`src/rtl/whack_judge.sv`:
```
// whack_judge: whack-a-mole round sequencer and hit judge.
// Lights one mole per round from an LFSR pick, judges debounced key pulses
// as hit/miss, keeps a saturating two-digit BCD score and counts rounds.
// Optional build macro WHACK_MISS_PENALTY_EN: each miss also subtracts one
// point from the BCD score, floored at 00.
module whack_judge #(
  parameter int unsigned N        = 8,
  parameter int unsigned SHOW_CYC = 50000000,
  parameter int unsigned GAP_CYC  = 12500000,
  parameter int unsigned ROUNDS   = 20,
  parameter logic [15:0] SEED     = 16'hACE1
) (
  input  logic         clk,
  input  logic         rst,
  input  logic         start,
  input  logic [N-1:0] key_pulse,
  output logic [N-1:0] mole,
  output logic         hit,
  output logic         miss,
  output logic [7:0]   score_bcd,
  output logic [7:0]   rounds_left,
  output logic         game_over
);

  localparam int unsigned IW   = $clog2(N);
  localparam int unsigned TMAX = (SHOW_CYC > GAP_CYC) ? SHOW_CYC : GAP_CYC;
  localparam int unsigned TW   = $clog2(TMAX);

  typedef enum logic [1:0] {
    ST_IDLE,
    ST_SHOW,
    ST_GAP,
    ST_DONE
  } state_t;

  state_t          state_q, state_d;
  logic [15:0]     lfsr_q, lfsr_d;
  logic [IW-1:0]   idx_q, idx_d;
  logic [TW-1:0]   timer_q, timer_d;
  logic [N-1:0]    mole_q, mole_d;
  logic            hit_q, hit_d;
  logic            miss_q, miss_d;
  logic [7:0]      score_q, score_d;
  logic [7:0]      rounds_q, rounds_d;
  logic            over_q, over_d;

  logic [IW-1:0]   idx_raw;
  logic [IW-1:0]   idx_pick;
  logic [7:0]      hit_score;
  logic [7:0]      miss_score;
  logic            key_hit;
  logic            key_any;
  logic            show_end;
  logic            gap_end;

  // BCD +1 with saturation at 99
  function automatic logic [7:0] bcd_inc(input logic [7:0] v);
    logic [7:0] r;
    r = v;
    if (v != 8'h99) begin
      if (v[3:0] == 4'd9) r = {v[7:4] + 4'd1, 4'd0};
      else                r = {v[7:4], v[3:0] + 4'd1};
    end
    return r;
  endfunction

`ifdef WHACK_MISS_PENALTY_EN
  // BCD -1 with floor at 00
  function automatic logic [7:0] bcd_dec(input logic [7:0] v);
    logic [7:0] r;
    r = v;
    if (v != 8'h00) begin
      if (v[3:0] == 4'd0) r = {v[7:4] - 4'd1, 4'd9};
      else                r = {v[7:4], v[3:0] - 4'd1};
    end
    return r;
  endfunction

  // Miss costs one point
  assign miss_score = bcd_dec(score_q);
`else
  // Miss leaves the score alone
  assign miss_score = score_q;
`endif

  // Fibonacci LFSR x^16+x^14+x^13+x^11+1, free running
  assign lfsr_d = {lfsr_q[14:0], lfsr_q[15] ^ lfsr_q[13] ^ lfsr_q[12] ^ lfsr_q[10]};

  // New hole index; bumped by one (wrapping) if it would repeat the last hole
  assign idx_raw  = lfsr_q[IW-1:0];
  assign idx_pick = (idx_raw == idx_q) ? idx_raw + IW'(1) : idx_raw;

  assign hit_score = bcd_inc(score_q);
  assign key_hit   = key_pulse[idx_q];
  assign key_any   = |key_pulse;
  assign show_end  = (timer_q == TW'(SHOW_CYC - 1));
  assign gap_end   = (timer_q == TW'(GAP_CYC - 1));

  // Next-state and registered-output logic
  always_comb begin
    state_d  = state_q;
    idx_d    = idx_q;
    timer_d  = timer_q;
    hit_d    = 1'b0;
    miss_d   = 1'b0;
    score_d  = score_q;
    rounds_d = rounds_q;

    case (state_q)
      ST_IDLE, ST_DONE: begin
        if (start) begin
          score_d  = 8'h00;
          rounds_d = 8'(ROUNDS);
          idx_d    = idx_pick;
          timer_d  = '0;
          state_d  = ST_SHOW;
        end
      end

      ST_SHOW: begin
        timer_d = timer_q + TW'(1);
        if (key_hit) begin
          hit_d   = 1'b1;
          score_d = hit_score;
          timer_d = '0;
          state_d = ST_GAP;
        end else if (key_any || show_end) begin
          miss_d  = 1'b1;
          score_d = miss_score;
          timer_d = '0;
          state_d = ST_GAP;
        end
      end

      ST_GAP: begin
        timer_d = timer_q + TW'(1);
        if (gap_end) begin
          rounds_d = rounds_q - 8'd1;
          timer_d  = '0;
          if (rounds_q == 8'd1) begin
            state_d = ST_DONE;
          end else begin
            idx_d   = idx_pick;
            state_d = ST_SHOW;
          end
        end
      end

      default: state_d = ST_IDLE;
    endcase

    mole_d = (state_d == ST_SHOW) ? (N'(1) << idx_d) : '0;
    over_d = (state_d == ST_DONE);
  end

  // State and output registers; index register starts at hole 0
  always_ff @(posedge clk or posedge rst) begin
    if (rst) begin
      state_q  <= ST_IDLE;
      lfsr_q   <= SEED;
      idx_q    <= '0;
      timer_q  <= '0;
      mole_q   <= '0;
      hit_q    <= 1'b0;
      miss_q   <= 1'b0;
      score_q  <= 8'h00;
      rounds_q <= 8'd0;
      over_q   <= 1'b0;
    end else begin
      state_q  <= state_d;
      lfsr_q   <= lfsr_d;
      idx_q    <= idx_d;
      timer_q  <= timer_d;
      mole_q   <= mole_d;
      hit_q    <= hit_d;
      miss_q   <= miss_d;
      score_q  <= score_d;
      rounds_q <= rounds_d;
      over_q   <= over_d;
    end
  end

  assign mole        = mole_q;
  assign hit         = hit_q;
  assign miss        = miss_q;
  assign score_bcd   = score_q;
  assign rounds_left = rounds_q;
  assign game_over   = over_q;

endmodule

```
`config.mk`:
```
export PLATFORM = sky130hd
export DESIGN_NAME = whack_judge
export DESIGN_NICKNAME = d
export VERILOG_FILES = /design/src/rtl/whack_judge.sv
export SDC_FILE = /design/constraint.sdc
export NUM_CORES = 1
export LEC_CHECK = 0
export BUFFER_PORTS_ARGS = -buffer_cell sky130_fd_sc_hd__buf_2
export CAP_MARGIN = 20
export CORE_AREA = 2 2 117 119
export DETAILED_ROUTE_END_ITERATION = 7
export DIE_AREA = 0 0 119 121
export GPL_TIMING_DRIVEN = 1
export SLEW_MARGIN = 20
export SYNTH_ARGS = -nofsm -noshare
export SYNTH_HDL_FRONTEND = slang
export SYNTH_SLANG_ARGS = --single-unit
```
`constraint.sdc`:
```
create_clock -name clk -period 3.63 [get_ports clk]
set_input_delay 0.1815 -clock clk [delete_from_list [all_inputs] [get_ports clk]]
set_output_delay 0.1815 -clock clk [all_outputs]
set_load 0.05 [all_outputs]
```
==> results of run 1 <==
[power by group]
| part | switching (mW) | internal (mW) |
|---|---|---|
| clock | 0.342 | 0.551 |
| sequential | 0.0719 | 0.904 |
| combinational | 0.737 | 0.323 |
[cells in the mapped netlist (all sizes together), types with 7 or more instances]
cell | n | area (µm²)
dfstp | 8 | 210
o21ai | 33 | 165
ha | 10 | 125
dfrtp | 66 | 1650
xor2 | 11 | 96.3
buf | 11 | 68.8
nand4 | 12 | 75.1
nand2 | 29 | 109
nor2 | 22 | 85.1
or3 | 9 | 57.6
inv | 18 | 67.6
a21oi | 10 | 50.1
and3 | 7 | 43.8
o31ai | 7 | 66.3
a21o | 9 | 67.6
nand3 | 12 | 60.1
nor3 | 12 | 60.1
[critical path, cell delays in order, from the launching register on]
cell     delay, ns
dfrtp_1       0.39
ha_1          0.23
and4_1        0.33
nand3_1       0.22
o21ai_0       0.46
a21o_1        0.66
o21ai_0       0.22
a21bo_2       0.25
[cell families after synthesis]
group	share of synthesized area (%)
simple gates	22.0
compound gates	16.0
flops	48.3
buf+inv	3.93
xor+xnor	3.41
fa+ha+maj	3.25
mux	3.08
[routing by layer]
metal  GRT usage, %  vias to the layer above
li1               -                     1449
met4           5.13                        0
met3           2.91                       13
met5              0                        -
met2           20.8                       54
met1           17.2                     1483
[how the worst min path moves through the flow]
| stage | startpoint | endpoint | slack (ns) | cells past startpoint |
|---|---|---|---|---|
| after floorplan | lfsr_q[3] | lfsr_q[4] | 0.33 | 0 |
| after global placement | lfsr_q[14] | lfsr_q[15] | 0.34 | 0 |
| after detailed placement | lfsr_q[8] | lfsr_q[9] | 0.34 | 0 |
| after CTS | rst | timer_q[10] | 0.09 | 2 |
| after global routing | rst | timer_q[3] | 0.15 | 2 |
| final | rst | timer_q[10] | 0.05 | 2 |
[state kept, by name, summed over array words and instances (netlist names)]
name	count
timer_q	26
lfsr_q	16
mole	8
rounds_left	8
score_bcd	8
idx_q	3
state_q	2
game_over	1
hit	1
miss	1
[layout make-up]
type / instances / area [µm²] / area share [%]
clock buffer: 12 / 246 / 5.46
clock inverter: 4 / 51.3 / 1.14
inverter: 18 / 67.6 / 1.50
multi-input combinational: 263 / 1840 / 40.8
sequential: 74 / 1860 / 41.3
tap: 176 / 220 / 4.88
timing repair buffer: 42 / 223 / 4.94
[through the flow]
step	cells	hold WS (ns)	total power, mW	setup WS [ns]	util (%)
2_1_floorplan	370	0.331	1.82	1.36	-
3_3_place_gp	573	0.337	2.03	0.851	32.2
3_5_place_dp	573	0.336	2.05	0.735	32.2
4_1_cts	589	0.0895	2.96	0.720	34.5
5_1_grt	589	0.152	3.11	0.468	34.5
6_report	589	0.0546	2.93	0.752	34.5
==> results by group, run 1 <==
Synth
  – YS warnings: 0
  – Post-synthesis cell area: 3850 µm²
  – Share of the yosys chip area belonging to registers: 48.3%
  – Post-synthesis cell type count: 62
  – Post-synth EDFFs: 0
  – Flops & latches, synth: 74
  – Main flop type after synthesis: dfrtp_1
  – Mapped Nets: 391
  – Syn_area_per_cell: 10.4 µm²
  – Mapped Cells: 370
  – Ys async rst share: 100%

Min path
  – Tightest Hold Check Type: in -> async

GRT
  – GRT Resource Usage Total: 13.0%
  – Total grt overflow: 0
  – Global-route wire length before repair: 15000 µm
  – Initial antenna violation count: 0
  – Vias in the first global route: 2979
  – Largest net degree at the start of global routing: 46

Detailed routing
  – Total number of vias: 2999
  – DRT met1 WL: 4080 µm
  – Vias per cell: 5.09
  – 1st-iter DRT viols: 231
  – Drt first pass iters: 4
  – Residual DRC count: 0
  – Detail Route met2 WL: 4190 µm
  – ANT nets after route: 0
  – Post-Route WL: 8770 µm
  – DR top layer: met4
  – Detail-routed net length per standard cell: 14.9 µm
  – Routed wl met3: 320 µm

Timing
  – Final setup vio count: 0
  – RSZ-0062 raised after global routing: false
  – Final period demand of the worst path: 2.88 ns
  – FMAX: 347 MHz
  – Worst-margin pin slew: 0.934 ns
  – Clock Skew: 0.00431 ns
  – Slew margin rel.: 37.3%
  – Fin. max-slew vios: 0
  – Final Hold Vio Count: 0
  – TNS Setup: 0 ns
  – Tcrit/Tclk final: 79.3%

Clock tree
  – Cts hold-fix bufs: 0
  – Resized cells post-CTS: 0
  – TritonCTS clock tree: done
  – Latest clock arrival within the worst-skew pair: 0.33 ns
  – Root buffer cell: clkbuf_16
  – Clock sink count: 74
  – Clock slew at reported path FFs: 0.06 ns
  – CTS max path bufs: 2
  – Total setup buffers inserted after CTS: 0
  – H-tree depth: 3
  – Inserted Clock Buffers: 9

Power and ir drop
  – P_leak: 1.98 nW
  – Power per Cell Area: 649 nW/µm²
  – Peak VDD IR: 277 µV

Finish
  – Leading cell type in the layout, fill and taps excluded: dfrtp_1
  – Synth-to-Final Area Change: 17.0%
  – Fillers: 1299
  – Final Cell Area: 4510 µm²
  – Most frequent cells in the layout: dfrtp_1, buf_2, o21ai_0, nand2_1, nor2_1
  – Nets@finish: 429
  – Diode count: 0
  – Layout cells sized above 1: 20.1%

Floorplanning
  – Core Box Area: 13100 µm²
  – Starting Density: 29.5%
  – # IOs: 38
  – Die X: 119 µm
  – Row count: 42
  – Die height: 121 µm
  – Die area: 14400 µm²

Setup path
  – Critical path launch point: timer_q[0]
  – CP max FO: 25
  – R2R depth: 7
  – Crit path kind: reg -> reg
  – Reg2reg start: timer_q[0]
  – Crit path arrival time: 3.10 ns
  – Reg-to-reg endpoint: timer_q[25]
  – Worst Setup End Kind: flip-flop
  – FF-to-FF setup slack: 0.75 ns
  – CP Launch Type: flip-flop
  – Crit path to: timer_q[25]
  – Critical path required time: 3.85 ns

Placed design
  – PortBufs: 37
  – Placed Area: 4210 µm²
  – Hpwl dp: 6350 µm
  – Gpl congestion: 0.858

Run status
  – Status: finished, final reports clean

Flow run
  – Max Cap Viol: 0
Note: power is estimated with default switching activity, not from simulation.
==> run 2, diff against run 1 <==
clock period = 2.6 ns   (was 3.63 ns; I/O delays follow)
==> run 2 against run 1 <==
Compared with the run above:
- combinational power up 50%
- clock-buffer cell count down 3
- power up 41%
- first-iteration DRC count up 7.8%
- flip-flop and latch count unchanged
- design area up 4.1%
- non-clock buffer count up 19
- hold slack better by 0.18 ns
- clock skew up 0.0040 ns
- critical path type unchanged
==> results by group, run 2 (same netlist as run 1, synthesis figures left out) <==
Run status
  – Status: finished, final reports clean

Setup path
  – CP max FO: 8
  – Critical path required time: 2.86 ns
  – Crit path arrival time: 2.77 ns
  – CP Launch Type: flip-flop
  – Crit path kind: reg -> reg
  – Worst Setup End Kind: flip-flop

Timing
  – Tcrit/Tclk final: 96.5%
  – RSZ-0062 raised after global routing: false
  – Final Hold Vio Count: 0
  – Fin. max-slew vios: 0
  – Slew margin rel.: 56.5%
  – TNS Setup: 0 ns
  – Final period demand of the worst path: 2.51 ns
  – Worst-margin pin slew: 0.651 ns
  – Clock Skew: 0.00836 ns
  – Final setup vio count: 0
  – Final hold slack: 0.238 ns
  – FMAX: 399 MHz

Detailed routing
  – Vias per cell: 5.11
  – Total number of vias: 3108
  – Detail-routed net length per standard cell: 15.0 µm
  – Drt first pass iters: 4
  – 1st-iter DRT viols: 249
  – Residual DRC count: 0
  – ANT nets after route: 0
  – Post-Route WL: 9090 µm

Finish
  – Core Util, Final: 35.9%
  – Max reg flops: 26
  – Reg with most FFs: timer_q
  – Leading cell type in the layout, fill and taps excluded: dfrtp_1
  – Fillers: 1295
  – Diode count: 0
  – Final Cell Area: 4690 µm²
  – Nets@finish: 448
  – Top flop regs: timer_q x26, lfsr_q x16
  – Most frequent cells in the layout: dfrtp_1, buf_2, o21ai_0, nand2_1, nor2_1
  – Synth-to-Final Area Change: 21.8%
  – Layout cells sized above 1: 23.8%
  – Fin cells: 608

Floorplanning
  – # IOs: 38
  – Die X: 119 µm
  – Die height: 121 µm
  – Die area: 14400 µm²
  – Row count: 42
  – Starting Density: 29.5%
  – Core Box Area: 13100 µm²

Power and ir drop
  – Power per Cell Area: 881 nW/µm²
  – P_leak: 2.08 nW
  – Peak VDD IR: 321 µV

Clock tree
  – TritonCTS clock tree: done
  – H-tree depth: 3
  – Clock slew at reported path FFs: 0.06 ns
  – Clock sink count: 74
  – Latest clock arrival within the worst-skew pair: 0.33 ns
  – CTS max path bufs: 2
  – Root buffer cell: clkbuf_16
  – Inserted Clock Buffers: 9

GRT
  – Largest net degree at the start of global routing: 45
  – Total grt overflow: 0
  – GRT Resource Usage Total: 13.3%
  – Initial antenna violation count: 0
  – Vias in the first global route: 3029
  – Global-route wire length before repair: 15500 µm

Placed design
  – Placed cell count: 591
  – PortBufs: 37
  – Placed Area: 4390 µm²
  – Hpwl dp: 6420 µm
  – Gpl congestion: 0.844

Min path
  – Tightest Hold Check Type: in -> reg

Flow run
  – Max Cap Viol: 0
-- run 2: where the power goes --
part	internal (mW)	switching, mW	total, mW
Combinational	0.516	1.07	1.59
Clock	0.664	0.524	1.19
Sequential	1.26	0.101	1.36
-- run 2: repair_timing --
item,CTS,global route
resized for setup,0,1
setup buffers,0,0
hold buffers,1,0
endpoints found under the setup margin,0,2
endpoints found under the hold margin,22,0
-- run 2: final cells by class --
type,instances,area (µm²),share of cell area (%)
Clock buffer,9,225,4.80
Clock inverter,7,62.6,1.33
Inverter,18,67.6,1.44
Multi-Input combinational cell,263,1850,39.4
Sequential cell,74,1860,39.7
Tap cell,176,220,4.69
Timing Repair Buffer,61,405,8.64
-- run 2: worst max-delay path, stage by stage (launching register included) --
cell and delay [ns]:
dfrtp_1 0.44, mux4_1 0.65, mux2_2 0.33, o311a_1 0.35, nand4bb_4 0.32, and4bb_2 0.35
-- run 2: routing by layer --
layer	vias to the layer above	wire length, µm	global-route usage (%)
met1	1531	4240	17.8
met2	74	4340	21.5
met4	0	166	4.76
met5	-	0	0
met3	12	351	2.73
li1	1491	-	-
-- run 2: path summary, 6_finish.rpt --
kind	from	slack, ns	cells past startpoint	end
setup / recovery	idx_q[1]	0.09	5	mole[6]
hold / removal	start	0.24	3	rounds_left[2]
setup reg to reg	idx_q[1]	0.09	5	mole[6]
hold reg to reg	lfsr_q[9]	0.35	0	lfsr_q[10]
max in group asynchronous	rst	1.49	4	timer_q[24]
min in group asynchronous	rst	0.44	3	lfsr_q[4]
-- run 2: metrics by stage --
stage | power, mW | setup WS [ns]
6_report | 4.14 | 0.0917
3_5_place_dp | 2.96 | 0.0992
2_1_floorplan | 2.54 | 0.330
4_1_cts | 4.17 | 0.0738
5_1_grt | 4.40 | 0.00967
3_3_place_gp | 2.92 | 0.175
==> run 3, diff against run 2 <==
CORE_AREA = 2 2 91 93   (was 2 2 117 119)
CTS_BUF_LIST = sky130_fd_sc_hd__clkbuf_8 sky130_fd_sc_hd__clkbuf_16   (was default)
DIE_AREA = 0 0 93 95   (was 0 0 119 121)
PLACE_DENSITY = 0.71   (was default)
==> run 3 against run 2 <==
Compared with the run above:
- core utilization is 20 points higher
- clock-buffer cell count did not move
- clock skew is essentially flat
- via count down 0.84%
- combinational power shrank 4%
- clock power shrank 21%
- largest cell class unchanged
==> results by group, run 3 (same netlist as run 1, synthesis figures left out) <==
Run status
  – Status: finished, final reports clean

Floorplanning
  – Starting Density: 48.6%
  – Die height: 95 µm
  – # IOs: 38
  – Core Box Area: 7930 µm²
  – Row count: 33
  – Die X: 93 µm
  – Die area: 8840 µm²

Timing
  – Final setup vio count: 0
  – Final period demand of the worst path: 2.50 ns
  – Worst-margin pin slew: 0.657 ns
  – Clock Skew: 0.00801 ns
  – Slew margin rel.: 56.1%
  – RSZ-0062 raised after global routing: false
  – FMAX: 400 MHz
  – Final Hold Vio Count: 0
  – Fin. max-slew vios: 0
  – Tcrit/Tclk final: 96.0%
  – TNS Setup: 0 ns

Placed design
  – Placed cell count: 515
  – PortBufs: 37
  – Gpl congestion: 0.839
  – Hpwl dp: 6010 µm

Setup path
  – Crit path arrival time: 2.77 ns
  – Worst Setup End Kind: flip-flop
  – Crit path kind: reg -> reg
  – Worst-path cell chain: mux4_1, mux2i_4, o2111ai_2, a21o_1, buf_4, or3_1, o21ai_0
  – CP max FO: 14
  – CP max stage delay: 0.65 ns
  – Critical path required time: 2.88 ns
  – Crit-path slowest cell: mux4_1
  – CP Launch Type: flip-flop

Detailed routing
  – 1st-iter DRT viols: 183
  – ANT nets after route: 0
  – Post-Route WL: 8480 µm
  – Drt first pass iters: 4
  – Total number of vias: 3082
  – Residual DRC count: 0
  – Vias per cell: 5.79
  – Detail-routed net length per standard cell: 15.9 µm

Clock tree
  – CTS max path bufs: 2
  – Clock slew at reported path FFs: 0.09 ns
  – Root buffer cell: clkbuf_8
  – H-tree depth: 3
  – TritonCTS clock tree: done
  – Inserted Clock Buffers: 9
  – Clock sink count: 74
  – Latest clock arrival within the worst-skew pair: 0.35 ns
  – Total setup buffers inserted after CTS: 0

Power and ir drop
  – Peak VDD IR: 346 µV
  – Power per Cell Area: 857 nW/µm²
  – Total power: 3.82 mW
  – P_leak: 2.02 nW

GRT
  – Largest net degree at the start of global routing: 45
  – Vias in the first global route: 2976
  – GRT Resource Usage Total: 20.2%
  – Total grt overflow: 0
  – Initial antenna violation count: 0
  – Global-route wire length before repair: 14200 µm

Min path
  – Tightest Hold Check Type: in -> reg

Finish
  – Synth-to-Final Area Change: 15.7%
  – Fin cells: 532
  – Most frequent cells in the layout: dfrtp_1, buf_2, o21ai_0, nand2_1, nor2_1
  – Reg with most FFs: timer_q
  – Leading cell type in the layout, fill and taps excluded: dfrtp_1
  – Max reg flops: 26
  – Nets@finish: 443
  – Layout cells sized above 1: 23.7%
  – Diode count: 0
  – Top flop regs: timer_q x26, lfsr_q x16

Flow run
  – Max Cap Viol: 0
==> run 3: report_power, final <==
| group | switching [mW] | leakage, nW | total (mW) | internal (mW) |
|---|---|---|---|---|
| Clock | 0.476 | 0.103 | 0.938 | 0.462 |
| Combinational | 1.03 | 0.931 | 1.52 | 0.490 |
| Sequential | 0.104 | 0.988 | 1.36 | 1.26 |
==> run 3: layer usage <==
| layer | track usage [%] | part of all wire [%] |
|---|---|---|
| met1 | 27.0 | 47 |
| met2 | 33.3 | 49 |
| met5 | 0 | 0 |
| met3 | 4.07 | 3.1 |
| met4 | 6.37 | 1.1 |
==> run 3: cell type report <==
cell class                      instances  area (µm²)
Multi-Input combinational cell        263        1850
Timing Repair Buffer                   56         343
Clock buffer                            9         124
Sequential cell                        74        1860
Clock inverter                          7        83.8
Tap cell                              105         131
Inverter                               18        67.6
Fill cell                             717        3470
==> run 3: per-stage QoR <==
stage | utilization [%] | hold WS (ns) | cell area, µm² | worst slack, ns
after floorplan | - | 0.331 | 3850 | 0.330
after global placement | 53.4 | 0.252 | 4230 | 0.168
after detailed placement | 53.4 | 0.257 | 4230 | 0.133
after CTS | 56.2 | 0.219 | 4450 | 0.103
after global routing | 56.3 | 0.247 | 4460 | 0.00766
final | 56.3 | 0.227 | 4460 | 0.103
==> run 3: worst paths after layout <==
| kind | cells after the start | from | to | slack, ns |
|---|---|---|---|---|
| setup / recovery | 7 | idx_q[1] | timer_q[5] | 0.10 |
| hold / removal | 3 | start | rounds_left[2] | 0.23 |
| setup reg to reg | 7 | idx_q[1] | timer_q[5] | 0.10 |
| hold reg to reg | 0 | lfsr_q[9] | lfsr_q[10] | 0.36 |
| max in group asynchronous | 4 | rst | lfsr_q[6] | 1.48 |
| min in group asynchronous | 3 | rst | lfsr_q[8] | 0.41 |
==> run 3: what timing repair did <==
| item | CTS | global route |
|---|---|---|
| hold buffers | 1 | 0 |
| setup endpoints to repair | 0 | 2 |
| resized for setup | 0 | 3 |
| endpoints found under the hold margin | 24 | 0 |
==> run 3: worst max-delay path: cells and delay by family, from the launching register on <==
kind	cells	cell delay, ns
multiplexers	2	0.88
AO/OA/AOI/OAI	3	0.56
buffers and inverters	1	0.18
AND/OR/NAND/NOR	1	0.34
flip-flops	1	0.45
